===== config.mk =====
export PLATFORM = sky130hd
export DESIGN_NAME = prog_loader_flat
export DESIGN_NICKNAME = d
export VERILOG_FILES = /design/src/rtl/salamander_pkg.sv /design/src/rtl/prog_loader_if.sv /design/src/rtl/prog_loader.sv /design/src/flat_wrapper.sv
export SDC_FILE = /design/constraint.sdc
export NUM_CORES = 1
export LEC_CHECK = 0
export BUFFER_PORTS_ARGS = -buffer_cell sky130_fd_sc_hd__buf_2
export CAP_MARGIN = 25
export CORE_MARGIN = 1.5
export CORE_UTILIZATION = 49
export CTS_CLUSTER_SIZE = 24
export DETAILED_ROUTE_END_ITERATION = 10
export GPL_TIMING_DRIVEN = 0
export PLACE_DENSITY = 0.75
export RECOVER_POWER = 25
export SYNTH_ARGS = -nofsm -noshare
export SYNTH_HDL_FRONTEND = slang
export SYNTH_SLANG_ARGS = --single-unit
export TNS_END_PERCENT = 50

===== constraint.sdc =====
create_clock -name clk -period 1.75 [get_ports clk]
set_input_delay 0.35 -clock clk [delete_from_list [all_inputs] [get_ports clk]]
set_output_delay 0.35 -clock clk [all_outputs]
set_load 0.1 [all_outputs]

===== src/rtl/salamander_pkg.sv =====
// Shared constants and types for the salamander CPU and its program loader.
package salamander_pkg;

    // Instruction word: 3-bit opcode, 2-bit operand address, 1 spare bit
    localparam int INSTR_W = 6;
    // Program memory address width; equals the CPU program counter width
    localparam int ADDR_W  = 5;
    // Number of program memory entries; always 2**ADDR_W
    localparam int DEPTH   = 32;

    // NOP opcode; a zero word is a harmless instruction for padding
    localparam logic [2:0]         OP_NOP   = 3'b000;
    localparam logic [INSTR_W-1:0] NOP_WORD = {OP_NOP, 3'b000};

    // Loader sequencing states
    typedef enum logic [2:0] {
        ST_IDLE  = 3'd0,
        ST_LOAD  = 3'd1,
        ST_DRAIN = 3'd2,
        ST_FILL  = 3'd3,
        ST_RUN   = 3'd4,
        ST_ERROR = 3'd5
    } loader_state_t;

endpackage


===== src/rtl/prog_loader_if.sv =====
// Instruction stream carrying the program image into the loader.
//
// Handshake: a word transfers on a rising clock edge where in_valid and
// in_ready are both high. in_data and in_last are only meaningful while
// in_valid is high; in_last marks the final word of the image. in_ready does
// not depend on in_valid, so the source may wait for it before asserting.
interface prog_loader_if;
    import salamander_pkg::*;

    logic               in_valid;
    logic               in_ready;
    logic [INSTR_W-1:0] in_data;
    logic               in_last;

    // Stream source (image provider)
    modport master (
        output in_valid,
        output in_data,
        output in_last,
        input  in_ready
    );

    // Stream sink (the loader)
    modport slave (
        input  in_valid,
        input  in_data,
        input  in_last,
        output in_ready
    );

endinterface


===== src/rtl/prog_loader.sv =====
// Program memory writer: streams an image into the 32-entry program memory,
// pads the tail with a fill word and holds the CPU in reset until complete.
module prog_loader
    import salamander_pkg::*;
#(
    parameter logic [INSTR_W-1:0] FILL_WORD = NOP_WORD
) (
    input  logic                clk,
    input  logic                rstn,
    input  logic                load_req,
    prog_loader_if.slave        stream,
    output logic                mem_we,
    output logic [ADDR_W-1:0]   mem_addr,
    output logic [INSTR_W-1:0]  mem_wdata,
    output logic                cpu_rstn,
    output logic                busy,
    output logic                done,
    output logic                overflow,
    output logic [ADDR_W:0]     word_count,
    output loader_state_t       o_dbg_state
);

    // Pointer value of the final memory entry, and a width-matched increment
    localparam logic [ADDR_W:0] LAST_PTR = (ADDR_W+1)'(DEPTH-1);
    localparam logic [ADDR_W:0] ONE      = (ADDR_W+1)'(1);

    loader_state_t       r_state;
    loader_state_t       w_next_state;

    // Pointer is one bit wider than the address so it can reach DEPTH
    logic [ADDR_W:0]     r_ptr;
    logic [ADDR_W:0]     r_cnt;
    logic                r_ovf;
    logic                r_we;
    logic [ADDR_W-1:0]   r_addr;
    logic [INSTR_W-1:0]  r_wdata;
    logic                r_cpu_rstn;
    logic                r_done;

    logic [ADDR_W:0]     w_nxt_ptr;
    logic [ADDR_W:0]     w_nxt_cnt;
    logic                w_nxt_ovf;
    logic                w_nxt_we;
    logic [ADDR_W-1:0]   w_nxt_addr;
    logic [INSTR_W-1:0]  w_nxt_wdata;
    logic                w_nxt_cpu_rstn;
    logic                w_nxt_done;

    logic                w_in_ready;
    logic                w_hs;

    // Stream is accepted only while loading or draining excess words
    assign w_in_ready      = (r_state == ST_LOAD) || (r_state == ST_DRAIN);
    assign w_hs            = stream.in_valid && w_in_ready;
    assign stream.in_ready = w_in_ready;

    // Next state and next datapath values; every target defaulted first
    always_comb begin
        w_next_state   = r_state;
        w_nxt_ptr      = r_ptr;
        w_nxt_cnt      = r_cnt;
        w_nxt_ovf      = r_ovf;
        w_nxt_we       = 1'b0;
        w_nxt_addr     = r_addr;
        w_nxt_wdata    = r_wdata;
        w_nxt_cpu_rstn = 1'b0;
        w_nxt_done     = 1'b0;

        case (r_state)
            ST_IDLE, ST_ERROR: begin
                if (load_req) begin
                    w_next_state = ST_LOAD;
                    w_nxt_ptr    = '0;
                    w_nxt_cnt    = '0;
                    w_nxt_ovf    = 1'b0;
                end
            end

            ST_LOAD: begin
                if (w_hs) begin
                    w_nxt_we    = 1'b1;
                    w_nxt_addr  = r_ptr[ADDR_W-1:0];
                    w_nxt_wdata = stream.in_data;
                    w_nxt_ptr   = r_ptr + ONE;
                    w_nxt_cnt   = r_cnt + ONE;
                    if (stream.in_last) begin
                        w_next_state = (r_ptr == LAST_PTR) ? ST_RUN : ST_FILL;
                    end else if (r_ptr == LAST_PTR) begin
                        w_next_state = ST_DRAIN;
                    end
                end
            end

            ST_DRAIN: begin
                // Excess words are swallowed so the source can finish its image
                if (w_hs) begin
                    w_nxt_ovf = 1'b1;
                    if (stream.in_last) begin
                        w_next_state = ST_ERROR;
                    end
                end
            end

            ST_FILL: begin
                w_nxt_we    = 1'b1;
                w_nxt_addr  = r_ptr[ADDR_W-1:0];
                w_nxt_wdata = FILL_WORD;
                w_nxt_ptr   = r_ptr + ONE;
                if (r_ptr == LAST_PTR) begin
                    w_next_state = ST_RUN;
                end
            end

            ST_RUN: begin
                // RUN is entered as the final write is presented, so the CPU
                // release lands one cycle later and never overlaps a write
                if (load_req) begin
                    w_next_state = ST_LOAD;
                    w_nxt_ptr    = '0;
                    w_nxt_cnt    = '0;
                    w_nxt_ovf    = 1'b0;
                end else begin
                    w_nxt_cpu_rstn = 1'b1;
                    w_nxt_done     = 1'b1;
                end
            end

            default: begin
                w_next_state = ST_IDLE;
            end
        endcase
    end

    // State register
    always_ff @(posedge clk or negedge rstn) begin
        if (!rstn) begin
            r_state <= ST_IDLE;
        end else begin
            r_state <= w_next_state;
        end
    end

    // Pointer, counters, flags and the registered memory write port
    always_ff @(posedge clk or negedge rstn) begin
        if (!rstn) begin
            r_ptr      <= '0;
            r_cnt      <= '0;
            r_ovf      <= 1'b0;
            r_we       <= 1'b0;
            r_addr     <= '0;
            r_wdata    <= '0;
            r_cpu_rstn <= 1'b0;
            r_done     <= 1'b0;
        end else begin
            r_ptr      <= w_nxt_ptr;
            r_cnt      <= w_nxt_cnt;
            r_ovf      <= w_nxt_ovf;
            r_we       <= w_nxt_we;
            r_addr     <= w_nxt_addr;
            r_wdata    <= w_nxt_wdata;
            r_cpu_rstn <= w_nxt_cpu_rstn;
            r_done     <= w_nxt_done;
        end
    end

    assign mem_we      = r_we;
    assign mem_addr    = r_addr;
    assign mem_wdata   = r_wdata;
    assign cpu_rstn    = r_cpu_rstn;
    assign done        = r_done;
    assign overflow    = r_ovf;
    assign word_count  = r_cnt;
    assign busy        = (r_state == ST_LOAD) || (r_state == ST_DRAIN) ||
                         (r_state == ST_FILL);
    assign o_dbg_state = r_state;

endmodule


===== src/flat_wrapper.sv =====
// flat-port wrapper written by rule: the top's interface ports become plain ports
module prog_loader_flat import salamander_pkg::*;
#(
    parameter logic [INSTR_W-1:0] FILL_WORD = NOP_WORD
)
  (clk, rstn, load_req, mem_we, mem_addr, mem_wdata, cpu_rstn, busy, done, overflow, word_count, o_dbg_state, stream_in_valid, stream_in_data, stream_in_last, stream_in_ready);
  prog_loader_if stream_i ();
  input  logic clk;
  input  logic rstn;
  input  logic load_req;
  output logic mem_we;
  output logic [ADDR_W-1:0] mem_addr;
  output logic [INSTR_W-1:0] mem_wdata;
  output logic cpu_rstn;
  output logic busy;
  output logic done;
  output logic overflow;
  output logic [ADDR_W:0] word_count;
  output loader_state_t o_dbg_state;
  input wire logic [$bits(stream_i.in_valid)-1:0] stream_in_valid;
  input wire logic [$bits(stream_i.in_data)-1:0] stream_in_data;
  input wire logic [$bits(stream_i.in_last)-1:0] stream_in_last;
  output wire logic [$bits(stream_i.in_ready)-1:0] stream_in_ready;
  assign stream_i.in_valid = stream_in_valid;
  assign stream_i.in_data = stream_in_data;
  assign stream_i.in_last = stream_in_last;
  assign stream_in_ready = stream_i.in_ready;
  prog_loader #(.FILL_WORD(FILL_WORD)) u_core (.clk(clk), .rstn(rstn), .load_req(load_req), .stream(stream_i), .mem_we(mem_we), .mem_addr(mem_addr), .mem_wdata(mem_wdata), .cpu_rstn(cpu_rstn), .busy(busy), .done(done), .overflow(overflow), .word_count(word_count), .o_dbg_state(o_dbg_state));
endmodule

==> Word level (Yosys, flattened, before mapping) <==
Index checks and enable logic that the tools add are counted.
{ "word_totals": {"ff_bits": 29, "wordCells": 61} }
{ "classes": {"add_sub_neg": 2, "mux": 25, "eq_ne": 12, "n_reduce_logical": 14} }
{ "ops": {"columns": ["cell", "n"], "rows": [
  ["3-bit 2-to-1 mux", 8],
  ["6-bit 2-to-1 mux", 4],
  ["6-bit case mux with 2 select lines", 2],
  ["6-bit case mux with 3 select lines", 1],
  ["6-bit by 1-bit adder with 6-bit output, second input constant", 2],
  ["3-bit case mux with 4 select lines", 1],
  ["5-bit case mux with 2 select lines", 1],
  ["3-bit AND reduction", 3],
  ["2-bit by 1-bit inequality test with 1-bit output, second input constant", 4],
  ["3-bit by 2-bit == test with 1-bit output, second input constant", 2],
  ["3-bit == test, second input constant", 2],
  ["6-bit by 5-bit == test with 1-bit output, second input constant", 1],
  ["6-bit AND reduction", 1],
  ["2-bit nonzero test", 3],
  ["1-bit 2-to-1 mux", 5],
  ["5-bit 2-to-1 mux", 1],
  ["1-bit case mux with 2 select lines", 2],
  ["3-bit by 1-bit == test with 1-bit output, second input constant", 1],
  ["3-bit zero test", 1],
  ["3-bit inequality test, second input constant", 1],
  ["3-bit nonzero test", 1],
  ["3-bit OR reduction", 1],
  ["1-bit logical OR", 2],
  ["2-bit inequality test, second input constant", 1],
  ["other kinds (2)", 2]
]} }

==> Depth between registers and ports, before layout <==
Gate-level depths: netlist (run 1).
{ "depth": {"ltp_word": 5, "ltp_mapped": 6} }

==> Least setup slack after synthesis (run 1) <==
OpenSTA, ideal clock, no wires.
{ "synth_timing": {"path_type": "register to output", "start": "register u_core.r_state[1], in the netlist u_core.o_dbg_state[1]", "end": "output port stream_in_ready", "arrival_ns": 2.866, "required_time_ns": 1.400, "slack_ns": -1.466, "path_stages_with_launch": 5, "cell_sequence": "dfrtp_1 > buf_2 > buf_1 > xnor2_1 > nor2_1"} }
{ "synth_via": {"elab_chain_len": 2, "word_cells_on_any_way": 3} }
{ "synth_lines": {"columns": ["element", "line_no", "text"], "rows": [
  ["start: declaration", "prog_loader.sv:27", "loader_state_t r_state;"],
  ["start signal: assignment", "prog_loader.sv:139", "r_state <= w_next_state;"],
  ["3-bit by 1-bit == test with 1-bit output or 3-bit by 2-bit == test with 1-bit output (tied branches)", "prog_loader.sv:53", "assign w_in_ready = (r_state == ST_LOAD) || (r_state == ST_DRAIN);"],
  ["1-bit logical OR *", "prog_loader.sv:53", null],
  ["end: declaration", "flat_wrapper.sv:23", "output wire logic [$bits(stream_i.in_ready)-1:0] stream_in_ready;"]
]} }
Every way passes the cells marked *; elsewhere a longest branch is shown, timed or not.

==> Final worst setup path (run 1) <==
{ "layout_timing": {"start": "register u_core.r_state[0], in the netlist u_core.o_dbg_state[0]", "end": "output port stream_in_ready"} }
The elaborated chain is that of the path after synthesis.

==> impl_results.md, run 1 <==
- Min cycle time layout: 1.74 ns
- Capture instance of the worst register-to-register path: u_core.o_dbg_state[0]
- Hpwl dp: 1970 um
- Core area: 2710 um2
- Total clock sinks: 29
- Synth area leaders: sky130_fd_sc_hd__dfrtp_1, sky130_fd_sc_hd__nand2_1, sky130_fd_sc_hd__nor2_1
- Clock latency reported for the late side of the worst-skew pair: 0.32 ns
- Register bit total from synthesis: 29
- Total global routing overflow: 0
- Clk buf depth: 2
- DR WL/cell: 13.3 um
- Final hold viol count: 0
- Drt drc: 0
- Synth Area per Inst: 9.80 um2
- Net count reported at finish: 201
- RSZ-0062 raised after global routing: yes
- Cell area after technology mapping: around 1400 um2
- Final Max Tran Viols: 0
- Count of different cell masters after synthesis: 35
- Antenna Cells: 0
- Ratio of final minimum period to clock period: 0.992
- Clock transition at the registers of the reported paths: 0.09 ns
- Largest net degree at the start of global routing: 30
- Proportion of layout cells with a drive suffix above 1: 0.367
- TritonCTS clock tree: yes
- Dpl cell area: 1650 um2
- Achievable clock frequency: 0.576 GHz
- Horiz. Die Dim: 55.9 um
- Final worst clock skew: between 0.004 and 0.005 ns
- Number of standard-cell rows in the floorplan: 19
- First DRT Iteration DRCs: 24
- DIE AREA: approximately 3100 um2
- First-pass iteration count of the detailed router: 4
- Initial antenna violation count: 0
- Startpoint class of the critical path: flop
- Critical Path Fanout Max: 3
- Ratio of routed vias to standard cells: 5.32
- Net count of the mapped netlist: 153
- Setup slack of the most critical reg-to-reg path: 0.08 ns
- Relative slew slack: 0.569
- CTS buffer count: 5
- CP Data Arrival Time: about 1.4 ns
- Result of the run: complete, no violations
- Post-Syn Instances: 140
- Data required time of the critical path: roughly 1.4 ns
- Global-route total usage across every layer: 0.213
- Layout Cell Area excl Fill: 1800 um2
- Number of placed I/O pins: 37
- Sequential cell area fraction in the yosys report: 0.529
- Worst reg2reg startpoint: u_core.r_ptr[1]
- Die Y: approximately 56 um
- Cell chosen for the clock root: sky130_fd_sc_hd__clkbuf_4
- Worst hold path type: in2async
- Count of buffers from port buffering: 35
- Global placer's final weighted congestion: 0.758
- Antenna-violating nets left: 0
- R2R cell count: 5
- Global-route wire length before repair: between 5000 and 6000 um
- Post-synthesis to final-layout area growth: 31.4%
- Worst setup path class: reg2out
- Number of warnings printed during yosys synthesis: 0
- Number of global-route vias before repair: roughly 1100
- Area share of the largest cell type after synthesis: 0.529
- Transition time at the pin with the least slew margin: 0.646 ns
- Max-Cap Viols: 0
- H-tree lvl count: 2
- Most area-hungry cell type in the Yosys netlist: sky130_fd_sc_hd__dfrtp_1
- CP endpoint kind: output port
- Vias post-DR: 1166
- Effective utilization at floorplan: 0.506
- Final wirelength: 2910 um
- Number of setup violations in the final report: 0
kinds of logic after synthesis:
family,Yosys count,share of synthesized area
simple gates,59,0.201
flops,29,0.529
compound gates,28,0.141
buf+inv,12,0.0456
xor+xnor,9,0.0574
fa+ha+maj,2,0.0182
mux,1,0.00820
repair_timing:
item	in CTS	in global routing
hold buffers	0	0
pin swaps	2	0
setup buffers	5	2
setup endpoints to repair	2	9
gates resized for setup	10	4
flip-flops by register name (all words and copies together), names as in the netlist:
name                count
u_core.word_count       6
u_core.done             1
u_core.o_dbg_state      3
u_core.mem_wdata        6
u_core.mem_we           1
u_core.r_ptr            6
u_core.overflow         1
u_core.mem_addr         5
cells in the mapped netlist:
cell type and count:
sky130_fd_sc_hd__and3_1 1, sky130_fd_sc_hd__inv_1 3, sky130_fd_sc_hd__nand2b_1 3, sky130_fd_sc_hd__nor3b_1 1, sky130_fd_sc_hd__nand4_1 2, sky130_fd_sc_hd__a21oi_1 6, sky130_fd_sc_hd__o21ai_1 1, sky130_fd_sc_hd__or3b_4 1
sky130_fd_sc_hd__o2bb2a_4 1, sky130_fd_sc_hd__xor2_1 4, sky130_fd_sc_hd__nor4_1 1, sky130_fd_sc_hd__nor2b_1 1, sky130_fd_sc_hd__xnor2_1 5, sky130_fd_sc_hd__a22o_1 6, sky130_fd_sc_hd__buf_4 2, sky130_fd_sc_hd__o211ai_1 1
sky130_fd_sc_hd__buf_2 2, sky130_fd_sc_hd__o21a_1 1, sky130_fd_sc_hd__nand2_1 24, sky130_fd_sc_hd__nor2_1 15, sky130_fd_sc_hd__o21ai_0 7, sky130_fd_sc_hd__buf_1 1, sky130_fd_sc_hd__a211oi_1 1, sky130_fd_sc_hd__dfrtp_1 29
sky130_fd_sc_hd__and4bb_2 1, sky130_fd_sc_hd__o22ai_1 2, sky130_fd_sc_hd__mux2_2 1, sky130_fd_sc_hd__a21boi_0 1, sky130_fd_sc_hd__nor3_1 6, sky130_fd_sc_hd__clkbuf_1 3, sky130_fd_sc_hd__ha_1 2, sky130_fd_sc_hd__buf_6 1
sky130_fd_sc_hd__a211o_1 1, sky130_fd_sc_hd__nand3b_1 1, sky130_fd_sc_hd__nand3_1 2
worst max-delay path, stage by stage (launching register included):
cell                        delay [ns]
sky130_fd_sc_hd__dfrtp_4          0.50
sky130_fd_sc_hd__clkbuf_16        0.16
sky130_fd_sc_hd__xnor2_4          0.12
sky130_fd_sc_hd__nor2_4           0.10
sky130_fd_sc_hd__buf_12           0.18
stage by stage:
| step | setup WS (ns) | hold slack [ns] | util | std cells | TNS, ns |
|---|---|---|---|---|---|
| final | 0.0136 | 0.0421 | 0.666 | 219 | 0 |
| after floorplan | -0.150 | 0.0544 | - | 140 | -0.232 |
| after detailed placement | 0.0191 | 0.411 | 0.609 | 206 | 0 |
| after CTS | 0.00534 | 0.0536 | 0.656 | 217 | 0 |
| after global routing | -0.0286 | 0.0760 | 0.666 | 219 | -0.0757 |
| after global placement | 0.0275 | 0.407 | 0.609 | 206 | 0 |
worst max path at each step:
stage	start	to	slack (ns)	cells after the start
after floorplan	u_core.o_dbg_state[1]	stream_in_ready	-0.15	4
after global placement	u_core.o_dbg_state[1]	stream_in_ready	0.03	5
after detailed placement	u_core.o_dbg_state[1]	stream_in_ready	0.02	5
after CTS	u_core.o_dbg_state[0]	stream_in_ready	0.005	4
after global routing	u_core.o_dbg_state[0]	busy	-0.03	4
final	u_core.o_dbg_state[0]	stream_in_ready	0.01	4
metal layers:
layer | global-route usage | wire (um) | part of all wire | vias up
met2 | 0.333 | 1400 | 0.48 | 36
met3 | 0.0558 | 135 | 0.046 | 8
met4 | 0.126 | 62 | 0.021 | 0
li1 | - | - | - | 571
met5 | 0 | 0 | 0 | -
met1 | 0.266 | 1310 | 0.45 | 551
cells in the final DEF (no fill, tap or decap), types with 2 or more instances in the layout:
| cell type | Yosys | layout |
|---|---|---|
| sky130_fd_sc_hd__nand2_1 | 24 | 24 |
| sky130_fd_sc_hd__clkbuf_4 | 0 | 5 |
| sky130_fd_sc_hd__nand3_1 | 2 | 2 |
| sky130_fd_sc_hd__a22o_1 | 6 | 6 |
| sky130_fd_sc_hd__buf_2 | 2 | 34 |
| sky130_fd_sc_hd__nand4_1 | 2 | 2 |
| sky130_fd_sc_hd__nor2_4 | 0 | 2 |
| sky130_fd_sc_hd__ha_1 | 2 | 2 |
| sky130_fd_sc_hd__buf_4 | 2 | 9 |
| sky130_fd_sc_hd__nor2_1 | 15 | 12 |
| sky130_fd_sc_hd__o21ai_0 | 7 | 7 |
| sky130_fd_sc_hd__dfrtp_4 | 0 | 3 |
| sky130_fd_sc_hd__buf_6 | 1 | 2 |
| sky130_fd_sc_hd__xnor2_1 | 5 | 4 |
| sky130_fd_sc_hd__o22ai_1 | 2 | 2 |
| sky130_fd_sc_hd__a21oi_1 | 6 | 6 |
| sky130_fd_sc_hd__dfrtp_1 | 29 | 26 |
| sky130_fd_sc_hd__nor3_1 | 6 | 6 |
| sky130_fd_sc_hd__xor2_1 | 4 | 4 |
| sky130_fd_sc_hd__inv_1 | 3 | 3 |
| sky130_fd_sc_hd__clkbuf_1 | 3 | 2 |
| sky130_fd_sc_hd__nand2b_1 | 3 | 3 |
final cells by class:
cell class              instances  area (um2)
inverters                       3        11.3
plain buffers                   8        80.1
clock buffers                   7        55.1
multi-input cells              99         633
flip-flops and latches         29         737
repair buffers                 42         249
well taps                      31        38.8
fillers                       240         906
Power of run 1 is not shown: default switching activity piles up to over one toggle a cycle in this logic, so the estimate is an artifact.
==> run 2: changes to the inputs <==
--- a/config.mk
+++ b/config.mk
@@ -7,8 +7,8 @@
 export LEC_CHECK = 0
 export BUFFER_PORTS_ARGS = -buffer_cell sky130_fd_sc_hd__buf_2
 export CAP_MARGIN = 25
-export CORE_MARGIN = 1.5
 export CORE_UTILIZATION = 49
+export CTS_BUF_LIST = sky130_fd_sc_hd__clkbuf_8
 export CTS_CLUSTER_SIZE = 24
 export DETAILED_ROUTE_END_ITERATION = 10
 export GPL_TIMING_DRIVEN = 0
==> run 2 against run 1 <==
  * Via count grew 0.94%
  * Critical path depth is the same
  * Sequential share of layout area is essentially flat
  * Non-clock buffer count shrank 2
  * Critical path type unchanged
  * Critical endpoint unchanged
  * Largest cell class unchanged
==> impl_results.md, run 2 (synthesis gave the netlist of run 1 again) <==
- CP endpoint kind: output port
- Number of setup violations in the final report: 0
- Data required time of the critical path: between 1 and 1.5 ns
- Cells along the critical path: buf_8 -> xnor2_4 -> nor2_4 -> buf_12
- Number of global-route vias before repair: 1078
- Largest net degree at the start of global routing: 30
- Post-cts hold buffer count: 0
- TritonCTS clock tree: yes
- First DRT Iteration DRCs: 16
- Global placer's final weighted congestion: 0.816
- Antenna-violating nets left: 0
- Cell chosen for the clock root: sky130_fd_sc_hd__clkbuf_8
- CP Data Arrival Time: 1.36 ns
- Relative slew slack: 0.579
- Count of buffers from port buffering: 35
- Global-route total usage across every layer: 0.228
- Worst slack at placement: 0.0146 ns
- Total global routing overflow: 0
- Dpl cell area: ~1700 um2
- Antenna Cells: 0
- Vias post-DR: 1177
- Final hold viol count: 0
- Die Y: 54.9 um
- H-tree lvl count: 2
- Global-route wire length before repair: approximately 4600 um
- Worst hold path type: in2async
- DR WL/cell: 14.0 um
- Number of placed I/O pins: 37
- Drt drc: 0
- Final wirelength: 3050 um
- Number of standard-cell rows in the floorplan: 18
- Achievable clock frequency: slightly below 0.6 GHz
- Initial antenna violation count: 0
- Post-synthesis to final-layout area growth: 31.7%
- Hpwl dp: approximately 2000 um
- Ratio of routed vias to standard cells: between 5 and 6
- Worst path setup slack after routing: ~0.035 ns
- Horiz. Die Dim: 54.9 um
- Result of the run: complete, no violations
- Max-Cap Viols: 0
- Clock latency reported for the late side of the worst-skew pair: 0.28 ns
- Worst-path cell with the longest stage delay: sky130_fd_sc_hd__dfrtp_4
- Transition time at the pin with the least slew margin: between 0.6 and 0.7 ns
- DIE AREA: 3020 um2
- Leading cell type in the layout, fill and taps excluded: sky130_fd_sc_hd__buf_2
- Min cycle time layout: roughly 1.7 ns
- Clk buf depth: 2
- RSZ-0062 raised after global routing: yes
- Startpoint class of the critical path: flop
- Top library cells by usage in the layout, fill and taps aside: sky130_fd_sc_hd__buf_2, sky130_fd_sc_hd__dfrtp_1, sky130_fd_sc_hd__nand2_1, sky130_fd_sc_hd__nor2_1, sky130_fd_sc_hd__buf_4
- Final worst clock skew: 0.00516 ns
- Net count reported at finish: 199
- Proportion of layout cells with a drive suffix above 1: 0.358
- Effective utilization at floorplan: 0.535
- Layout Cell Area excl Fill: 1810 um2
- First-pass iteration count of the detailed router: 4
- Ratio of final minimum period to clock period: 0.980
- Slowest stage delay, CP: 0.49 ns
- CTS buffer count: 5
- Worst setup path class: reg2out
- Final Max Tran Viols: 0
- Core area: 2570 um2
- Clock transition at the registers of the reported paths: roughly 0.06 ns
- Critical Path Fanout Max: 7
- Total clock sinks: 29
-- run 2: worst paths after layout --
check / from / endpoint / slack (ns) / cells after the start
hold / removal: rstn / u_core.o_dbg_state[2] / 0.09 / 1
min in group clk: stream_in_data[3] / u_core.mem_wdata[3] / 0.30 / 2
max in group asynchronous: rstn / u_core.o_dbg_state[1] / 1.19 / 1
setup reg to reg: u_core.o_dbg_state[2] / u_core.r_ptr[5] / 0.06 / 5
setup / recovery: u_core.o_dbg_state[1] / stream_in_ready / 0.04 / 4
hold reg to reg: u_core.mem_addr[0] / u_core.mem_addr[0] / 0.48 / 2
-- run 2: area by class of cell --
class,count,area [um2]
flip-flops and latches,29,738
repair buffers,40,230
inverters,3,11.3
clock buffers,6,82.6
fillers,206,759
plain buffers,8,68.8
well taps,30,37.5
clock inverters,2,7.51
multi-input cells,99,632
-- run 2: what timing repair did --
item,4_1_cts,5_1_grt
setup endpoints to repair,2,5
pin swaps,1,3
cloned,0,0
buffers inserted,2,3
resized for setup,8,4
-- run 2: worst max-delay path, delay by kind of cell, from the launching register on --
| kind | cells | cell delay [ns] |
|---|---|---|
| XOR/XNOR | 1 | 0.14 |
| flip-flops | 1 | 0.49 |
| buffers and inverters | 2 | 0.33 |
| AND/OR/NAND/NOR | 1 | 0.13 |
-- run 2: metal layers --
metal  global-route usage  part of all wire  up-vias
met2                0.373              0.51       32
met1                0.253              0.41      567
met3               0.0574             0.042       11
met5                    0                 0        -
met4                0.171             0.031        0
li1                     -                 -      567
-- run 2: stage by stage --
stage	hold WS, ns	cells	setup TNS (ns)	util
after detailed placement	0.404	205	0	0.643
after global placement	0.402	205	0	0.643
final	0.0924	217	0	0.704
after CTS	0.102	214	0	0.691
after floorplan	0.0544	140	-0.232	-
after global routing	0.138	217	-0.0355	0.704
Power of run 2 is left out for the same reason.
==> run 3: changes to the inputs <==
==> constraint.sdc (replaced) <==
create_clock -name clk -period 1.75 [get_ports clk]
set_input_delay 0.175 -clock clk [delete_from_list [all_inputs] [get_ports clk]]
set_output_delay 0.175 -clock clk [all_outputs]
set_load 0.1 [all_outputs]
==> run 3 against run 2 <==
  * Via count down 3.7%
  * Clock skew is 0.00063 ns lower
  * Non-clock buffer count shrank 1
  * Final cell count is 0.46% lower
  * Register-to-register slack about the same
  * Cell area fell by 0.69%
  * Maximum frequency grew 1.4%
  * Clock-buffer cell count did not move
  * Hold slack better by 0.014 ns
  * Critical endpoint is now u_core.o_dbg_state[0]
==> impl_results.md, run 3 (synthesis gave the netlist of run 1 again) <==
- Result of the run: complete, no violations
- Drt drc: 0
- Beginning of the worst hold path: stream_in_data[1]
- Cells along the critical path: ha_1 -> nand3_1 -> or3b_4 -> o2bb2a_4 -> mux2_2
- Cell family with the largest share of critical-path delay: simple AND/OR/NAND/NOR gates
- First-pass iteration count of the detailed router: 4
- Clock latency reported for the late side of the worst-skew pair: approximately 0.28 ns
- RSZ-0062 raised after global routing: yes
- Number of global-route vias before repair: 1065
- Ratio of final minimum period to clock period: 0.967
- Ratio of routed vias to standard cells: 5.25
- Worst setup path startpoint: u_core.r_ptr[1]
- Final Max Tran Viols: 0
- Final worst clock skew: 0.00453 ns
- Worst reg2reg startpoint: u_core.r_ptr[1]
- Final Hold Slack: 0.107 ns
- Core area: 2570 um2
- TritonCTS clock tree: yes
- Post-synthesis to final-layout area growth: 30.8%
- Setup slack of the most critical reg-to-reg path: 0.06 ns
- Number of standard-cell rows in the floorplan: 18
- First DRT Iteration DRCs: 22
- CP Data Arrival Time: between 1.5 and 2 ns
- Worst hold path type: in2reg
- CP endpoint kind: flop
- Proportion of layout cells with a drive suffix above 1: 0.344
- Initial antenna violation count: 0
- DIE AREA: 3020 um2
- Data required time of the critical path: 1.92 ns
- Hpwl dp: ~2100 um
- Number of buffers and inverters on the critical path: 0
- DR WL/cell: 13.0 um
- Startpoint class of the critical path: flop
- Antenna-violating nets left: 0
- Final hold viol count: 0
- Total clock sinks: 29
- Min cycle time layout: roughly 1.7 ns
- Fill cells: 215
- Max-Cap Viols: 0
- Die Y: 54.9 um
- Antenna Cells: 0
- Transition time at the pin with the least slew margin: 0.694 ns
- Cell chosen for the clock root: sky130_fd_sc_hd__clkbuf_8
- Worst setup path class: reg2reg
- Clock transition at the registers of the reported paths: 0.06 ns
- Dpl cell area: 1640 um2
- Final wirelength: 2810 um
- Leading cell type in the layout, fill and taps excluded: sky130_fd_sc_hd__buf_2
- Top library cells by usage in the layout, fill and taps aside: sky130_fd_sc_hd__buf_2, sky130_fd_sc_hd__dfrtp_1, sky130_fd_sc_hd__nand2_1, sky130_fd_sc_hd__nor2_1, sky130_fd_sc_hd__o21ai_0
- Worst-path cell with the longest stage delay: sky130_fd_sc_hd__or3b_4
- Critical Path Fanout Max: 4
- Number of placed I/O pins: 37
- H-tree lvl count: 2
- Layout Cell Area excl Fill: 1800 um2
- Global-route total usage across every layer: 0.229
- Net count reported at finish: 198
- Total global routing overflow: 0
- Relative slew slack: 0.537
- Vias post-DR: 1134
- Achievable clock frequency: 0.591 GHz
- Count of buffers from port buffering: 35
- Largest net degree at the start of global routing: 30
- Global-route wire length before repair: 4630 um
- Horiz. Die Dim: 54.9 um
- CTS buffer count: 5
- Global placer's final weighted congestion: about 0.84
- Clk buf depth: 2
- Final Non-Filler Cells: 216
- Effective utilization at floorplan: 0.535
- Instance count after placement with tap cells included: slightly above 200
- Core occupancy in the finished layout: 0.699
- Slowest stage delay, CP: 0.44 ns
- Number of setup violations in the final report: 0
==> run 3: cell count changes in the layout (fill, tap and decap cells not counted), moves of 2 or more <==
cell / before / now
sky130_fd_sc_hd__buf_4: 8 / 4
sky130_fd_sc_hd__buf_6: 1 / 4
sky130_fd_sc_hd__buf_8: 2 / 0
sky130_fd_sc_hd__clkbuf_2: 0 / 2
==> run 3: final timing paths <==
| check | end | cells past startpoint |
|---|---|---|
| min in group asynchronous | u_core.word_count[3] | 2 |
| worst min register to register | u_core.mem_addr[1] | 2 |
| worst max-delay path | u_core.o_dbg_state[0] | 5 |
| worst min-delay path | u_core.mem_wdata[1] | 2 |
| worst max register to register | u_core.o_dbg_state[0] | 5 |
| max in group asynchronous | u_core.o_dbg_state[2] | 2 |
==> run 3: stage by stage <==
stage	setup TNS [ns]	setup WS [ns]
6_report	0	0.0582
2_1_floorplan	0	0.0132
3_5_place_dp	0	0.0151
3_3_place_gp	0	0.0812
4_1_cts	0	0.00236
5_1_grt	-0.00648	-0.00648
==> run 3: routing by layer <==
layer	vias up	wire, um	share of wire	track usage
li1	571	-	-	-
met1	531	1230	0.44	0.255
met2	25	1410	0.50	0.392
met3	7	119	0.042	0.0820
met4	0	46	0.016	0.100
met5	-	0	0	0
==> run 3: what timing repair did <==
item / in CTS / in global routing
hold buffers: 1 / 0
gates cloned: 0 / 0
endpoints found under the hold margin: 29 / 0
setup buffers: 0 / 2
gates resized for setup: 1 / 4
endpoints found under the setup margin: 1 / 5
==> run 3: area by class of cell <==
type	count	area [um2]	area share
multi-input cells	99	618	0.344
clock inverters	2	33.8	0.0188
flip-flops and latches	29	737	0.410
inverters	3	11.3	0.00627
clock buffers	6	82.6	0.0460
well taps	30	37.5	0.0209
plain buffers	9	66.3	0.0369
repair buffers	38	209	0.116
Power of run 3 is left out for the same reason.
